--- src/rtl/tag_array_scanner.sv ---
// Port-B sweeper for the cache tag array: reads every entry in order and streams it,
// with its index, over a valid/ready channel while port A stays free for the core.
module tag_array_scanner #(
    parameter int ID           = 0,
    parameter int data_width   = 28,
    parameter int data_depth   = 16,
    parameter int valid_bit    = 27,
    parameter int skip_invalid = 0
) (
    input  logic                              clock,
    input  logic                              reset,
    input  logic                              start,
    output logic                              busy,
    output logic                              done,
    output logic [$clog2(data_depth)-1:0]     read_addr_b,
    input  logic [data_width-1:0]             read_data_b,
    output logic                              out_valid,
    input  logic                              out_ready,
    output logic [$clog2(data_depth)-1:0]     out_index,
    output logic [data_width-1:0]             out_data,
    output logic                              out_last,
    output logic [$clog2(data_depth+1)-1:0]   emit_count
);

    localparam int AW = $clog2(data_depth);
    localparam int CW = $clog2(data_depth + 1);
    localparam logic [AW-1:0] LAST_ADDR = AW'(data_depth - 1);

    typedef enum logic [2:0] {
        S_IDLE    = 3'd0,
        S_READ    = 3'd1,
        S_CAPTURE = 3'd2,
        S_SEND    = 3'd3,
        S_ADVANCE = 3'd4,
        S_DONE    = 3'd5
    } state_t;

    state_t                state_r, state_nxt;
    logic                  busy_r, busy_nxt;
    logic                  done_r, done_nxt;
    logic [AW-1:0]         addr_r, addr_nxt;
    logic                  valid_r, valid_nxt;
    logic                  last_r, last_nxt;
    logic [AW-1:0]         index_r, index_nxt;
    logic [data_width-1:0] data_r, data_nxt;
    logic [CW-1:0]         count_r, count_nxt;
    logic                  entry_filtered_s;

    // An entry is dropped only when filtering is enabled and its valid flag is clear
    assign entry_filtered_s = (skip_invalid != 0) && !read_data_b[valid_bit];

    // Next-state and next-output logic for the sweep sequencer
    always_comb begin
        state_nxt = state_r;
        busy_nxt  = busy_r;
        done_nxt  = 1'b0;
        addr_nxt  = addr_r;
        valid_nxt = valid_r;
        last_nxt  = last_r;
        index_nxt = index_r;
        data_nxt  = data_r;
        count_nxt = count_r;
        case (state_r)
            S_IDLE: begin
                if (start) begin
                    state_nxt = S_READ;
                    addr_nxt  = '0;
                    count_nxt = '0;
                    busy_nxt  = 1'b1;
                end else begin
                    state_nxt = S_IDLE;
                end
            end
            S_READ: begin
                state_nxt = S_CAPTURE;
            end
            S_CAPTURE: begin
                data_nxt  = read_data_b;
                index_nxt = addr_r;
                if (entry_filtered_s) begin
                    state_nxt = S_ADVANCE;
                end else begin
                    state_nxt = S_SEND;
                    valid_nxt = 1'b1;
                    last_nxt  = (addr_r == LAST_ADDR);
                end
            end
            S_SEND: begin
                if (out_ready) begin
                    valid_nxt = 1'b0;
                    last_nxt  = 1'b0;
                    count_nxt = count_r + CW'(1);
                    state_nxt = S_ADVANCE;
                end else begin
                    state_nxt = S_SEND;
                end
            end
            S_ADVANCE: begin
                // Explicit end-of-array compare so non-power-of-two depths never wrap
                if (addr_r == LAST_ADDR) begin
                    state_nxt = S_DONE;
                    done_nxt  = 1'b1;
                end else begin
                    addr_nxt  = addr_r + AW'(1);
                    state_nxt = S_READ;
                end
            end
            S_DONE: begin
                state_nxt = S_IDLE;
                busy_nxt  = 1'b0;
            end
            default: begin
                state_nxt = S_IDLE;
                busy_nxt  = 1'b0;
                valid_nxt = 1'b0;
                last_nxt  = 1'b0;
            end
        endcase
    end

    // State and registered-output update with synchronous reset
    always_ff @(posedge clock) begin
        if (reset) begin
            state_r <= S_IDLE;
            busy_r  <= 1'b0;
            done_r  <= 1'b0;
            addr_r  <= '0;
            valid_r <= 1'b0;
            last_r  <= 1'b0;
            index_r <= '0;
            data_r  <= '0;
            count_r <= '0;
        end else begin
            state_r <= state_nxt;
            busy_r  <= busy_nxt;
            done_r  <= done_nxt;
            addr_r  <= addr_nxt;
            valid_r <= valid_nxt;
            last_r  <= last_nxt;
            index_r <= index_nxt;
            data_r  <= data_nxt;
            count_r <= count_nxt;
        end
    end

    assign busy        = busy_r;
    assign done        = done_r;
    assign read_addr_b = addr_r;
    assign out_valid   = valid_r;
    assign out_last    = last_r;
    assign out_index   = index_r;
    assign out_data    = data_r;
    assign emit_count  = count_r;

`ifndef SYNTHESIS
    // Simulation trace of every emitted entry, tagged with the controller ID
    always_ff @(posedge clock) begin
        if (!reset && valid_r && out_ready) begin
            $display("tag_array_scanner %0d: emit index %0d data %h", ID, index_r, data_r);
        end else begin
        end
    end
`endif

endmodule

--- config.mk ---
export PLATFORM = sky130hd
export DESIGN_NAME = tag_array_scanner
export DESIGN_NICKNAME = d
export VERILOG_FILES = /design/src/rtl/tag_array_scanner.sv
export SDC_FILE = /design/constraint.sdc
export NUM_CORES = 1
export LEC_CHECK = 0
export BUFFER_PORTS_ARGS = -buffer_cell sky130_fd_sc_hd__clkbuf_2
export CAP_MARGIN = 10
export CORE_MARGIN = 2
export CORE_UTILIZATION = 43
export CTS_CLUSTER_SIZE = 12
export DETAILED_ROUTE_END_ITERATION = 10
export GPL_TIMING_DRIVEN = 1
export PLACE_DENSITY = 0.75
export SETUP_SLACK_MARGIN = 0.2
export SYNTH_ARGS = -nofsm -noshare
export SYNTH_HDL_FRONTEND = slang
export SYNTH_SLANG_ARGS = --single-unit
--- constraint.sdc ---
create_clock -name clock -period 1.4 [get_ports clock]
set_input_delay 0.14 -clock clock [delete_from_list [all_inputs] [get_ports clock]]
set_output_delay 0.14 -clock clock [all_outputs]
set_load 0.05 [all_outputs]
; ---- Word level (Yosys, flattened, before mapping)
; Index checks and enable logic that the tools add are counted.
[word_totals]
mem_bits_rw = 0
reg_bits = 48
out_inout_bits = 45
mem_bits_ro = 0
n_memories = 0
in_bits = 32
latch_bits = 0
word_cells = 49
[op_classes]
mux = 16
shift = 0
order_cmp = 0
bitwise_logic = 3
reduce_logical = 10
n_eq_ne = 9
mul = 0
addsub = 2
div = 0
[ops]
columns = op, n
row1 = 3-bit one-hot mux with 5 select lines, 1
row2 = 5-bit 2-to-1 mux, 2
row3 = 5-bit one-hot mux with 2 select lines, 1
row4 = 4-bit 2-to-1 mux, 2
row5 = 4-bit one-hot mux with 2 select lines, 1
row6 = 4-bit OR reduction, 2
row7 = 3-bit by 2-bit equality test with 1-bit output (second input constant), 2
row8 = 3-bit equality test (second input constant), 2
row9 = 3-bit 2-to-1 mux, 2
row10 = 2-bit inequality test (second input constant), 3
row11 = 1-bit one-hot mux with 3 select lines, 2
row12 = 3-bit AND reduction, 2
row13 = 5-bit by 1-bit adder with 5-bit output (second input constant), 1
row14 = 4-bit by 1-bit adder with 4-bit output (second input constant), 1
row15 = 4-bit equality test (second input constant), 1
row16 = 1-bit 2-to-1 mux, 4
row17 = 2-bit AND reduction, 2
row18 = 2-bit nonzero test, 2
row19 = 3-bit by 1-bit equality test with 1-bit output (second input constant), 1
row20 = 3-bit zero test, 1
row21 = 1-bit NOT, 3
row22 = 1-bit one-hot mux with 2 select lines, 1
row23 = 2-bit OR reduction, 1

; ---- Longest topological paths before layout
[logic_depth]
word_depth = 4
ltp_mapped = 6
mapped_depth_nobuf = 4

; ---- Least setup slack after synthesis
; No wires, ideal clock.
[synth_timing]
kind = register to register
start = reg addr_r[0], in the netlist read_addr_b[0]
end = reg addr_r[3], in the netlist read_addr_b[3]
t_required_ns = 1.309
path_buffers = 0
t_arrival_ns = 1.535
slack_ns = -0.226
setup_ns = 0.091
stages_incl_launch_ff = 5
period_less_slack_ns = 1.626
cell_sequence = dfxtp_1 > ha_1 > and4_1 > nor4_1 > a311oi_1
[synth_via]
elab_chain_len = 3
word_cells_on_any_way = 6
cone_classes = add/sub: 1 / eq/ne: 2 / mux: 2 / reduce/logical: 1
[synth_lines]
columns = item, line
row1 = "start, declared", 41  ; logic [AW-1:0] addr_r, addr_nxt;
row2 = "start signal, assigned", 137  ; addr_r <= addr_nxt;
row3 = 4-bit by 1-bit adder with 4-bit output / 4-bit equality test (equally long branches), "104, 100"
row4 = 4-bit 2-to-1 mux / 2-bit inequality test (equally long branches), --
row5 = 4-bit one-hot mux with 2 select lines / 3-bit AND reduction (equally long branches), --
; Several ways; a longest one is shown, not always the timed one. The select of a mux whose other input is x is not followed.
; A chain may end at the register's enable or synchronous reset.

; ---- Worst setup path after layout
[layout_timing]
start = reg state_r[2]
end = reg state_r[2]
[layout_via]
elab_chain_len = 2
word_cells_on_any_way = 6
cone_classes = eq/ne: 4 / mux: 1 / reduce/logical: 1
[layout_lines]
columns = item, line
row1 = "start, declared", 38  ; state_t state_r, state_nxt;
row2 = "start signal, assigned", 134  ; state_r <= state_nxt;
row3 = "3-bit equality test, or another cell as far along", 63  ; case (state_r)
row4 = 3-bit one-hot mux with 5 select lines *, 63
; Mark *: on every way between the ends. The rest lies on a longest branch, timed or not.

==> flow_summary.toml <==
[outcome]
outcome = "finished, final reports clean"

[worst_setup_path]
critical_path.top_delay_family = "flip-flops"
cp-endpoint = "state_r[2]$_SDFF_PP0_"
cp.arrival_ps = 1530
startpoint_type = "flip-flop"
rr_worst_depth = 5
slowest_delay_ps = 390
r2r_setup_slack_ps = 90
crit_type = "reg -> reg"
crit_slowest_cell = "dfxtp_4"
cp_num_cells = 5
cp_num_buf_inv = 2
cp.required_ps = 1610
timing.rr.end = "state_r[2]$_SDFF_PP0_"
critical_path.cell_chain = "buf_6, nor3b_4, buf_4, nand4_1, a21oi_1"
worstPathMaxFanout = 6
end_kind = "flip-flop"
r2r-start = "state_r[2]$_SDFF_PP0_"
crit_start = "state_r[2]$_SDFF_PP0_"

[grt]
grt_max_degree = 33
overflow = 0
groute.usage.overall_pct = 19.4
antenna_found_initial = 0
grt_pass1_vias = 1764
grt_pass1_wl_um = 7930

[placed_design]
dp.final_hpwl_um = 2960
portBuffers = 76
place_congestion = 0.838
place_ws_ps = -80.4
dpl_cell_area_mm2 = 0.00238

[power_and_ir_drop]
p_sw_share_pct = 29.1
power_density_mw_per_mm2 = 1090
intPower_mw = 2.14
p_clk_share_pct = 32.8
p_leak_nw = 1.17
p_seq_share_pct = 48.0
max-vdd-ir-drop_v = 0.000649
combPwrFrac_pct = 19.2
netSwitchingPower_uw = 879

[sta]
max-slew-margin-rel_pct = 69.6
slew_viol_final = 0
finalClockSkew_ps = 6.86
rsz0062_at_grt = "true"
final-hold-violation-count = 0
holdWs_ps = 45.0
setup_tns_ps = 0
setup_viol = 0
period_share_pct = 93.8
fmax_mhz = 761
fin_ws_ps = 86.7
period_minus_slack_ps = 1310
worst_pin_slew_ps = 456

[synth]
syn_area_per_cell_um2 = 8.42
synth_area_mm2 = 0.00191
ys_ff_latch = 48
yosysTopAreaCell = "dfxtp_1"
synthTopCellsByArea = "dfxtp_1, nand2_1, a21oi_1"
synth_seq_area_share_pct = 50.3
synth_cells = 227
synthesis.nets = 261
yosys.area.top_type_share_pct = 50.3
synth.distinct_cells = 29
yosys_warnings = 0

[route]
routedWlPerCell_um = 13.0
vias = 1947
routed_via_density = 5.22
ant_nets = 0
drt_first_iter_violations = 106
dr.pass1.iters = 4
drcViolationCount = 0
drt-total-wl_um = 4860

[clocking]
cts_num_sinks = 48
h-tree-depth = 2
clkSlewWorstSetupHoldPaths_ps = 90
cts_made_buffers = 5
cts-root-buf = "clkbuf_8"
cts_tree = "built"
cts_buffer_depth = 2
insertion_delay_ps = 300

[floorplanning]
fp.dieH_um = 70.7
io_pins = 77
core_mm2 = 0.00432
die_area_mm2 = 0.00500
start_util_pct = 44.2
die-width_um = 70.7
fp-row-count = 24

[layout]
nets = 354
antenna_cells = 0
final_cell_mix = "clkbuf_2, nand2_1, a21oi_1"
final_common_cell = "clkbuf_2"
postLayoutCellArea_mm2 = 0.00277
synthToLayoutAreaGrowth_pct = 44.6
drive_above_1_share_pct = 44.2

[worst_hold_path]
hold_path.class = "in -> reg"
hold_depth = 3

[flow_run]
maxCapViolCount = 0
## state kept, by name (all words and copies together) (netlist names)
signal       count
busy             1
out_index        4
out_last         1
out_valid        1
done             1
state_r          3
read_addr_b      4
emit_count       5
out_data        28
## worst min path at each step
stage / startpoint / to / slack (ps)
3_5_place_dp: read_data_b[24] / out_data[24]$_SDFFE_PP0N_ / 370
4_1_cts: read_data_b[11] / out_data[11]$_SDFFE_PP0N_ / 40
5_1_grt: read_data_b[22] / out_data[22]$_SDFFE_PP0N_ / 50
6_report: read_data_b[24] / out_data[24]$_SDFFE_PP0N_ / 50
2_1_floorplan: read_data_b[0] / out_data[0]$_SDFFE_PP0N_ / 280
3_3_place_gp: read_data_b[27] / out_data[27]$_SDFFE_PP0N_ / 360
## final cells by class
class                      instances  area, um^2
multi-input combinational        161         956
sequential                        48         988
clock inverter                     3        42.5
tap                               52        65.1
timing repair buffer             103         641
clock buffer                       5        68.8
inverter                           1        3.75
fill                             366        1560
## logic make-up after synthesis
logic type	Yosys count	share of synthesized area, %
AND/OR/NAND/NOR	102	25.7
AO/OA/AOI/OAI	57	16.9
flip-flops	48	50.3
buffers and inverters	18	5.89
adder cells (fa/ha/maj)	2	1.31
## Yosys cell counts
cell      count
and3_1        2
buf_6         3
or4b_4        1
a311oi_1      5
nor4_1        2
o21ai_0       4
nand2_1      70
inv_1         1
o41ai_1       2
nor2_1        4
dfxtp_1      48
a41oi_1       3
nor2b_1       1
buf_4         5
and4b_1       1
and3b_1       1
and4_1        1
nand4_1       5
clkbuf_1      6
a21oi_1      43
buf_2         3
nor3b_2       1
nand4b_1      2
nand2b_1      3
nor3b_1       1
ha_1          2
nor3b_4       1
or3b_1        1
nand3_1       5
## layer usage
| metal | global-route usage, % | vias up | share of wire [%] | wire (um) |
|---|---|---|---|---|
| met1 | 25.6 | 890 | 48 | 2310 |
| met2 | 30.8 | 71 | 46 | 2210 |
| met4 | 8.60 | 0 | 1.5 | 72 |
| met3 | 3.85 | 9 | 5.4 | 265 |
| met5 | 0 | - | 0 | 0 |
| li1 | - | 977 | - | - |
## tightest hold or removal path, cell delays in order
cell	delay [ps]
clkbuf_2	80
nand2_1	40
a21oi_1	50
## power groups by stage
stage | clock (mW) | sequential [mW] | combinational [mW]
6_report | 0.991 | 1.45 | 0.580
5_1_grt | 1.07 | 1.46 | 0.622
4_1_cts | 1.01 | 1.45 | 0.562
3_5_place_dp | 0 | 1.48 | 0.502
3_3_place_gp | 0 | 1.48 | 0.499
2_1_floorplan | 0 | 1.65 | 0.196
## metrics by stage
stage,std cells,total power [mW],util [%]
6_report,373,3.02,63.9
5_1_grt,373,3.15,63.9
4_1_cts,367,3.02,61.5
3_5_place_dp,347,1.99,55.0
3_3_place_gp,347,1.98,55.0
2_1_floorplan,227,1.85,-
## repair_timing
action / in CTS / in global routing
endpoints found under the setup margin: 45 / 49
pin swaps: 10 / 9
hold buffers: 0 / 0
setup buffers: 10 / 6
cloned: 2 / 0
resized for setup: 24 / 14
No activity file was read; power rests on OpenSTA's default activity.
